$ cat config.mk
export PLATFORM = sky130hd
export DESIGN_NAME = audio_adc_rx
export DESIGN_NICKNAME = d
export VERILOG_FILES = /design/src/rtl/audio_adc_rx.sv
export SDC_FILE = /design/constraint.sdc
export NUM_CORES = 1
export LEC_CHECK = 0
export BUFFER_PORTS_ARGS = -buffer_cell sky130_fd_sc_hd__clkbuf_2
export CAP_MARGIN = 5
export CORE_MARGIN = 2
export CORE_UTILIZATION = 59
export DETAILED_ROUTE_END_ITERATION = 16
export PLACE_DENSITY = 0.88
export SYNTH_ARGS = -nofsm -noshare
export SYNTH_HDL_FRONTEND = slang
export SYNTH_SLANG_ARGS = --single-unit
$ cat constraint.sdc
create_clock -name clk -period 4.6 [get_ports clk]
set_clock_uncertainty 0.05 [all_clocks]
set_input_delay 0.69 -clock clk [delete_from_list [all_inputs] [get_ports clk]]
set_output_delay 0.69 -clock clk [all_outputs]
set_load 0.05 [all_outputs]
$ cat src/rtl/audio_adc_rx.sv
// WM8731 ADC capture: I2S pins -> signed stereo sample pairs over valid/ready.
// Optional peak meters are built only when AUDIO_ADC_RX_PEAK_EN is defined.
module audio_adc_rx #(
  parameter int SAMPLE_WIDTH = 16,
  parameter int SLOT_BITS    = 32,
  parameter int SYNC_STAGES  = 2
) (
  input  logic                    clk,
  input  logic                    reset,
  input  logic                    aud_bclk,
  input  logic                    aud_adclrck,
  input  logic                    aud_adcdat,
  output logic [SAMPLE_WIDTH-1:0] left_sample,
  output logic [SAMPLE_WIDTH-1:0] right_sample,
  output logic                    out_valid,
  input  logic                    out_ready,
  output logic                    overrun,
  input  logic                    overrun_clr,
  output logic [SAMPLE_WIDTH-1:0] peak_left,
  output logic [SAMPLE_WIDTH-1:0] peak_right,
  input  logic                    peak_clr
);
  localparam int CW = (SLOT_BITS > 1) ? $clog2(SLOT_BITS) : 1;
  localparam logic [CW-1:0] CNT_MAX  = CW'(SLOT_BITS - 1);
  localparam logic [CW-1:0] CNT_LAST = CW'(SAMPLE_WIDTH - 1);
  localparam logic [SAMPLE_WIDTH-1:0] MSB_BIT = {1'b1, {(SAMPLE_WIDTH-1){1'b0}}};

  typedef enum logic [1:0] {
    ST_ALIGN = 2'd0,
    ST_SKIP  = 2'd1,
    ST_SHIFT = 2'd2,
    ST_DRAIN = 2'd3
  } state_t;

  logic [SYNC_STAGES-1:0]  bclk_sync_r, lrck_sync_r, dat_sync_r;
  logic                    bclk_d_r, rise_r, lrck_r, lrck_prev_r, dat_r;
  logic                    lrck_edge_s;
  state_t                  state_r, state_nx_s;
  logic                    chan_r, chan_nx_s;
  logic [CW-1:0]           cnt_r, cnt_nx_s;
  logic [SAMPLE_WIDTH-1:0] shift_r, shift_nx_s, bit_or_s, word_s, stage_left_r;
  logic                    store_s, have_left_r, pair_done_s;

  // Pin synchronizers; the BCLK rise is registered so data and LRCK stay aligned with it
  always_ff @(posedge clk or posedge reset) begin
    if (reset) begin
      bclk_sync_r <= '0;
      lrck_sync_r <= '0;
      dat_sync_r  <= '0;
      bclk_d_r    <= 1'b0;
      rise_r      <= 1'b0;
      lrck_r      <= 1'b0;
      lrck_prev_r <= 1'b0;
      dat_r       <= 1'b0;
    end else begin
      bclk_sync_r <= {bclk_sync_r[SYNC_STAGES-2:0], aud_bclk};
      lrck_sync_r <= {lrck_sync_r[SYNC_STAGES-2:0], aud_adclrck};
      dat_sync_r  <= {dat_sync_r[SYNC_STAGES-2:0], aud_adcdat};
      bclk_d_r    <= bclk_sync_r[SYNC_STAGES-1];
      rise_r      <= bclk_sync_r[SYNC_STAGES-1] & ~bclk_d_r;
      lrck_r      <= lrck_sync_r[SYNC_STAGES-1];
      dat_r       <= dat_sync_r[SYNC_STAGES-1];
      if (rise_r) lrck_prev_r <= lrck_r;
    end
  end

  assign lrck_edge_s = rise_r && (lrck_r != lrck_prev_r);

  // Deserializer state register
  always_ff @(posedge clk or posedge reset) begin
    if (reset) begin
      state_r <= ST_ALIGN;
      chan_r  <= 1'b0;
      cnt_r   <= '0;
      shift_r <= '0;
    end else begin
      state_r <= state_nx_s;
      chan_r  <= chan_nx_s;
      cnt_r   <= cnt_nx_s;
      shift_r <= shift_nx_s;
    end
  end

  // Next-state logic; the rise that reveals an LRCK edge carries the I2S delay bit and is dropped
  always_comb begin
    state_nx_s = state_r;
    chan_nx_s  = chan_r;
    cnt_nx_s   = cnt_r;
    shift_nx_s = shift_r;
    store_s    = 1'b0;
    bit_or_s   = dat_r ? (MSB_BIT >> cnt_r) : '0;
    word_s     = shift_r;
    case (state_r)
      ST_ALIGN: begin
        if (lrck_edge_s && !lrck_r) begin
          state_nx_s = ST_SKIP;
          chan_nx_s  = 1'b0;
        end else begin
          state_nx_s = ST_ALIGN;
        end
      end
      ST_SKIP: begin
        state_nx_s = ST_SHIFT;
        cnt_nx_s   = '0;
        shift_nx_s = '0;
      end
      ST_SHIFT: begin
        if (lrck_edge_s) begin
          // short slot: the word is already left-aligned with zero LSBs
          store_s    = 1'b1;
          word_s     = shift_r;
          chan_nx_s  = lrck_r;
          state_nx_s = ST_SKIP;
        end else if (rise_r) begin
          shift_nx_s = shift_r | bit_or_s;
          cnt_nx_s   = cnt_r + 1'b1;
          if (cnt_r == CNT_LAST) begin
            store_s    = 1'b1;
            word_s     = shift_r | bit_or_s;
            state_nx_s = ST_DRAIN;
          end else begin
            state_nx_s = ST_SHIFT;
          end
        end else begin
          state_nx_s = ST_SHIFT;
        end
      end
      ST_DRAIN: begin
        if (lrck_edge_s) begin
          chan_nx_s  = lrck_r;
          state_nx_s = ST_SKIP;
        end else if (rise_r) begin
          cnt_nx_s = (cnt_r == CNT_MAX) ? cnt_r : cnt_r + 1'b1;
        end else begin
          state_nx_s = ST_DRAIN;
        end
      end
      default: begin
        state_nx_s = ST_ALIGN;
      end
    endcase
  end

  assign pair_done_s = store_s && chan_r && have_left_r;

  // Left staging; a right word only completes a pair if a left word precedes it
  always_ff @(posedge clk or posedge reset) begin
    if (reset) begin
      stage_left_r <= '0;
      have_left_r  <= 1'b0;
    end else if (store_s) begin
      if (!chan_r) begin
        stage_left_r <= word_s;
        have_left_r  <= 1'b1;
      end else begin
        have_left_r  <= 1'b0;
      end
    end
  end

  // Output handshake and sticky overrun (set beats clear)
  always_ff @(posedge clk or posedge reset) begin
    if (reset) begin
      left_sample  <= '0;
      right_sample <= '0;
      out_valid    <= 1'b0;
      overrun      <= 1'b0;
    end else begin
      if (pair_done_s && (!out_valid || out_ready)) begin
        left_sample  <= stage_left_r;
        right_sample <= word_s;
        out_valid    <= 1'b1;
      end else if (out_valid && out_ready) begin
        out_valid <= 1'b0;
      end
      if (pair_done_s && out_valid && !out_ready) begin
        overrun <= 1'b1;
      end else if (overrun_clr) begin
        overrun <= 1'b0;
      end
    end
  end

`ifdef AUDIO_ADC_RX_PEAK_EN
  function automatic logic [SAMPLE_WIDTH-1:0] magnitude(input logic [SAMPLE_WIDTH-1:0] x);
    magnitude = x[SAMPLE_WIDTH-1] ? (~x + 1'b1) : x;
  endfunction

  // Peak hold per channel; a clear discards any same-cycle update
  always_ff @(posedge clk or posedge reset) begin
    if (reset) begin
      peak_left  <= '0;
      peak_right <= '0;
    end else if (peak_clr) begin
      peak_left  <= '0;
      peak_right <= '0;
    end else if (store_s) begin
      if (!chan_r && (magnitude(word_s) > peak_left)) peak_left <= magnitude(word_s);
      if (chan_r && (magnitude(word_s) > peak_right)) peak_right <= magnitude(word_s);
    end
  end
`else
  logic unused_peak_clr_s;
  assign unused_peak_clr_s = peak_clr;
  assign peak_left  = '0;
  assign peak_right = '0;
`endif
endmodule
# Yosys cells after proc, flatten, opt, wreduce, memory -nomap -nowiden
# Cells that the tools add are included.
[totals]
ff_bits = 86
in_bits = 8
output_inout_bits = 66
elab_cells = 94
[classes]
n_addsub = 1
eq_ne = 14
shift = 1
muxes = 33
bitwise_logic = 4
n_reduce_logical = 23
[ops]
columns = ["op", "count"]
rows = [
  ["2-to-1 mux 16 bit", 7],
  ["one-hot mux 16 bit (2 select lines)", 1],
  ["2-to-1 mux 5 bit", 5],
  ["bitwise OR 16 bit", 1],
  [">> shifter 16 x 5 -> 16 bit, first input constant", 1],
  ["one-hot mux 5 bit (3 select lines)", 1],
  ["2-to-1 mux 1 bit", 13],
  ["!= test 2 bit, second input constant", 6],
  ["logical AND 1 bit", 8],
  ["2-to-1 mux 2 bit", 4],
  ["one-hot mux 2 bit (4 select lines)", 1],
  ["nonzero test 2 bit", 4],
  ["AND reduction 3 bit", 2],
  ["AND reduction 6 bit", 1],
  ["adder 5 x 1 -> 5 bit, second input constant", 1],
  ["equality test 5 x 4 -> 1 bit, second input constant", 1],
  ["equality test 5 bit, second input constant", 1],
  ["equality test 2 bit, second input constant", 2],
  ["logical NOT 1 bit", 3],
  ["!= test 3 bit, second input constant", 1],
  ["nonzero test 3 bit", 1],
  ["equality test 2 x 1 -> 1 bit, second input constant", 1],
  ["logical NOT 2 bit", 1],
  ["!= test 2 x 1 -> 1 bit, second input constant", 1],
  ["other kinds (7)", 8],
]

# Logic depth before layout (Yosys ltp)
[depth]
ltp_word = 10
mapped_depth = 8
mapped_depth_nobuf = 7

# Least setup slack after synthesis
# OpenSTA, ideal clock, no wires.
[synth_path]
path_kind = "register -> register"
startpoint = "register cnt_r[0]"
endpoint = "register left_sample[10]"
setup_time_ps = 125
arrival_time_ps = 1799
t_required_ps = 4425
slack_ps = 2626
stages_incl_launch_ff = 7
n_path_buf = 1
synth_period_minus_slack_ps = 1974
path_cell_list = "dfrtp_1 ha_1 and3_1 ha_1 o2111ai_2 buf_6 mux2_4"
[synth_between]
elab_chain_len = 8
[synth_lines]
columns = ["element", "line_no", "source"]
rows = [
  ["start, declared", "40", "logic [CW-1:0] cnt_r, cnt_nx_s;"],
  ["start signal, assigned", "79", "cnt_r <= cnt_nx_s;"],
  ["equality test 5 x 4 -> 1 bit", "117", "if (cnt_r == CNT_LAST) begin"],
  ["2-to-1 mux 1 bit", "117", ""],
  ["2-to-1 mux 1 bit", "114", "end else if (rise_r) begin"],
  ["2-to-1 mux 1 bit", "108", "if (lrck_edge_s) begin"],
  ["2-to-1 mux 1 bit", "93", "case (state_r)"],
  ["logical AND 1 bit (2 in a row)", "144", "assign pair_done_s = store_s && chan_r && have_left_r;"],
  ["logical AND 1 bit", "169", "if (pair_done_s && (!out_valid || out_ready)) begin"],
  ["end signal, assigned", "170", "left_sample <= stage_left_r;"],
  ["end, declared", "13", "output logic [SAMPLE_WIDTH-1:0] left_sample,"],
]
# No other way between the ends.
# A chain may end at the register's enable or synchronous reset.

# Final worst setup path
[layout_path]
startpoint = "register cnt_r[0]"
endpoint = "register left_sample[1]"
# Same word-level chain as after synthesis.

==> key figures <==
Synth
  – Seq/Total Area, Yosys: 0.5508
  – Syn_area_per_cell: 11.04 um2
  – Yosys warns: 0
  – Syn Inst Count: 354
  – Top FF cell, synth: dfrtp_1
  – Synthesized area: 0.003907 mm2
  – Area share of the largest cell type after synthesis: 0.5508
  – Post-synth cell types: 46
  – Async S/R FF share, synth: 1.000
  – EDFF count, synth: 0
  – Synth top area cells: dfrtp_1, buf_4, mux2_4
  – Synthesized flop and latch total: 86
  – Synth area leader: dfrtp_1

Min path
  – Worst Hold Path EP: dat_r
  – Worst hold path cell count: 0
  – Min-delay src: dat_sync_r[1]
  – Worst Hold Class: flip-flop to flip-flop

Clock tree
  – Htree depth: 3
  – TritonCTS clock tree: done
  – Clk buf depth: 2
  – CTS buffer count: 9
  – Clk slew on worst S/H paths: 0.09 ns
  – CTS resizes: 0
  – Worst skew pair latency: 0.36 ns
  – Setup Buffers After CTS: 0
  – CTS sink count: 86
  – CTS root buf: clkbuf_8
  – Hold buffer count at CTS: 0

Global routing
  – Initial antenna violation count: 0
  – GRT Residual Overflow: 0
  – First-pass GRT wire length: 11570 um
  – Pin count of the biggest net entering global routing: 62
  – Tot GR Track Use: 0.2014
  – Number of global-route vias before repair: 2487

Critical path
  – Worst R2R Setup Slack: 1.85 ns
  – CP Data Required Time: 4.79 ns
  – CP max FO: 33
  – R2R Path Start: cnt_r[0]
  – Type of the worst setup path: flip-flop to flip-flop
  – Critical path arrival: 2.93 ns
  – Worst setup EP type: flip-flop
  – Reg-to-reg endpoint: left_sample[1]
  – Reg2reg path depth: 6
  – Worst Setup Start Kind: flip-flop

Die
  – Core Footprint: 0.006386 mm2
  – Width of the die: 85.38 um
  – Std cell rows: 29
  – Io pins: 74
  – Initial Utilization: 0.6119
  – Chip height: 85.38 um
  – Total die area: 0.007290 mm2

Run
  – Max-cap viol count: 0

Placed design
  – Hpwl dp: 4829 um
  – Port bufs: 40
  – Placer Congestion: 0.8359
  – Placed Area: 0.004008 mm2

Power
  – Seq pwr share: 0.516
  – Worst-case vdd ir drop: 296.8 uV
  – Internal power: 1.117 mW
  – Clock Power Share: 0.282
  – Pwr Total: 1.750 mW
  – Sw power: 632.6 uW
  – Cell Pwr Density: 417.8 mW/mm2
  – Comb power frac: 0.202
  – Switching Fraction: 0.3615
  – Leak pwr: 2.110 nW

Route
  – Remaining routing DRC violations: 0
  – Routed via count: 2540
  – Drt first pass iters: 4
  – Avg WL per Cell: 14.65 um
  – Via/cell ratio: 5.404
  – Routed Wire Length: 6886 um
  – Post-DRT Antenna Nets: 0
  – Detailed Route Iter0 Violations: 191

Final layout
  – Share of cells above drive strength 1: 0.2163
  – Final Cell Area: 0.004188 mm2
  – Fin nets: 404
  – Ant diodes: 0
  – Multi-input gate area: 0.001464 mm2
  – Area Growth Syn to Fin: 7.173%
  – Fin util: 0.6558
  – Fill count: 479
  – Sequential cell area: 0.002152 mm2

STA
  – Minimum clock period: 2.745 ns
  – Fin Setup TNS: 0 ns
  – Slew headroom: 0.3191
  – Final setup vio count: 0
  – Slew @ Worst Pin: 1.020 ns
  – Slew Viols, Final: 0
  – FMAX: 364.3 MHz
  – RSZ-0062 raised after global routing: no
  – Hold Vio Cnt, Final: 0
  – Final Cycle Share: 0.5967

Run status
  – Outcome: complete, no violations
power by group through the flow:
stage | registers [mW] | clock network [mW] | logic, mW
floorplan | 0.887 | 0 | 0.328
global placement | 0.908 | 0 | 0.343
detailed placement | 0.914 | 0 | 0.352
CTS | 0.899 | 0.500 | 0.354
global route | 0.915 | 0.530 | 0.390
finish | 0.902 | 0.493 | 0.354
how the worst max path moves through the flow:
stage                        start         endpoint  slack (ns)  cells past startpoint
after floorplan              reset         bclk_d_r        1.64                      1
after global placement    cnt_r[0]   left_sample[3]        1.93                      6
after detailed placement  cnt_r[0]   left_sample[2]        1.88                      6
after CTS                 cnt_r[0]  left_sample[10]        1.85                      6
after global routing      cnt_r[0]  left_sample[10]        1.73                      6
final                     cnt_r[0]   left_sample[1]        1.85                      6
critical path: stages (launching register included):
cell	delay, ns
dfrtp_1	0.44
ha_1	0.26
and3_1	0.21
ha_1	0.28
o2111ai_4	0.57
buf_4	0.48
mux2_4	0.33
layer usage:
metal  wire length [um]  up-vias  GRT usage  part of all wire
met3                291        7    0.05058             0.042
met4                 91        0    0.07504             0.013
met2               3393       67     0.3203              0.49
met1               3110     1236     0.2695              0.45
li1                   -     1230          -                 -
met5                  0        -          0                 0
state kept, by name (all words and copies together), names as in the netlist:
| signal | flops |
|---|---|
| overrun | 1 |
| dat_r | 1 |
| rise_r | 1 |
| lrck_r | 1 |
| state_r | 2 |
| left_sample | 16 |
| chan_r | 1 |
| bclk_sync_r | 2 |
| right_sample | 16 |
| shift_r | 16 |
| bclk_d_r | 1 |
| lrck_prev_r | 1 |
| cnt_r | 5 |
| out_valid | 1 |
| dat_sync_r | 2 |
| stage_left_r | 16 |
| have_left_r | 1 |
| lrck_sync_r | 2 |
kinds of logic after synthesis:
family                   count (synthesis)  share of synthesized area
adder cells (fa/ha/maj)                  8                    0.02562
multiplexers                            17                    0.06436
AO/OA/AOI/OAI                           88                     0.1415
buffers and inverters                   69                     0.1073
AND/OR/NAND/NOR                         82                     0.1009
flip-flops                              86                     0.5508
XOR/XNOR                                 3                   0.008647
other                                    1                  0.0009597
layout by cell type (no fill, tap or decap), types with 9 or more instances in the layout:
cell type,synthesis,final
dfrtp_1,86,86
conb_1,1,32
nand2_1,54,54
a31oi_1,20,20
mux2_4,16,16
clkbuf_8,2,9
clkbuf_2,0,40
o21ai_0,34,34
o21ai_1,13,13
inv_1,17,16
cells in the mapped netlist (4+ instances only):
cell / number
a31oi_1: 20
buf_2: 4
buf_4: 32
clkbuf_1: 10
dfrtp_1: 86
ha_1: 8
inv_1: 17
mux2_4: 16
nand2_1: 54
nand3_1: 5
o21ai_0: 34
o21ai_1: 13
o21ai_2: 4
layout make-up:
type / instances / share of cell area
timing repair buffer: 44 / 0.05497
clock buffer: 10 / 0.03047
clock inverter: 6 / 0.01255
tap: 77 / 0.02301
multi-input combinational: 230 / 0.3496
inverter: 17 / 0.01554
sequential: 86 / 0.5139
per-stage QoR:
step	setup slack, ns	instances	hold slack, ns
3_3_place_gp	1.929	454	0.2841
6_report	1.855	470	0.3037
2_1_floorplan	1.638	385	0.2812
3_5_place_dp	1.881	454	0.2878
5_1_grt	1.730	470	0.3129
4_1_cts	1.851	470	0.3063
Note: power is estimated with default switching activity, not from simulation.
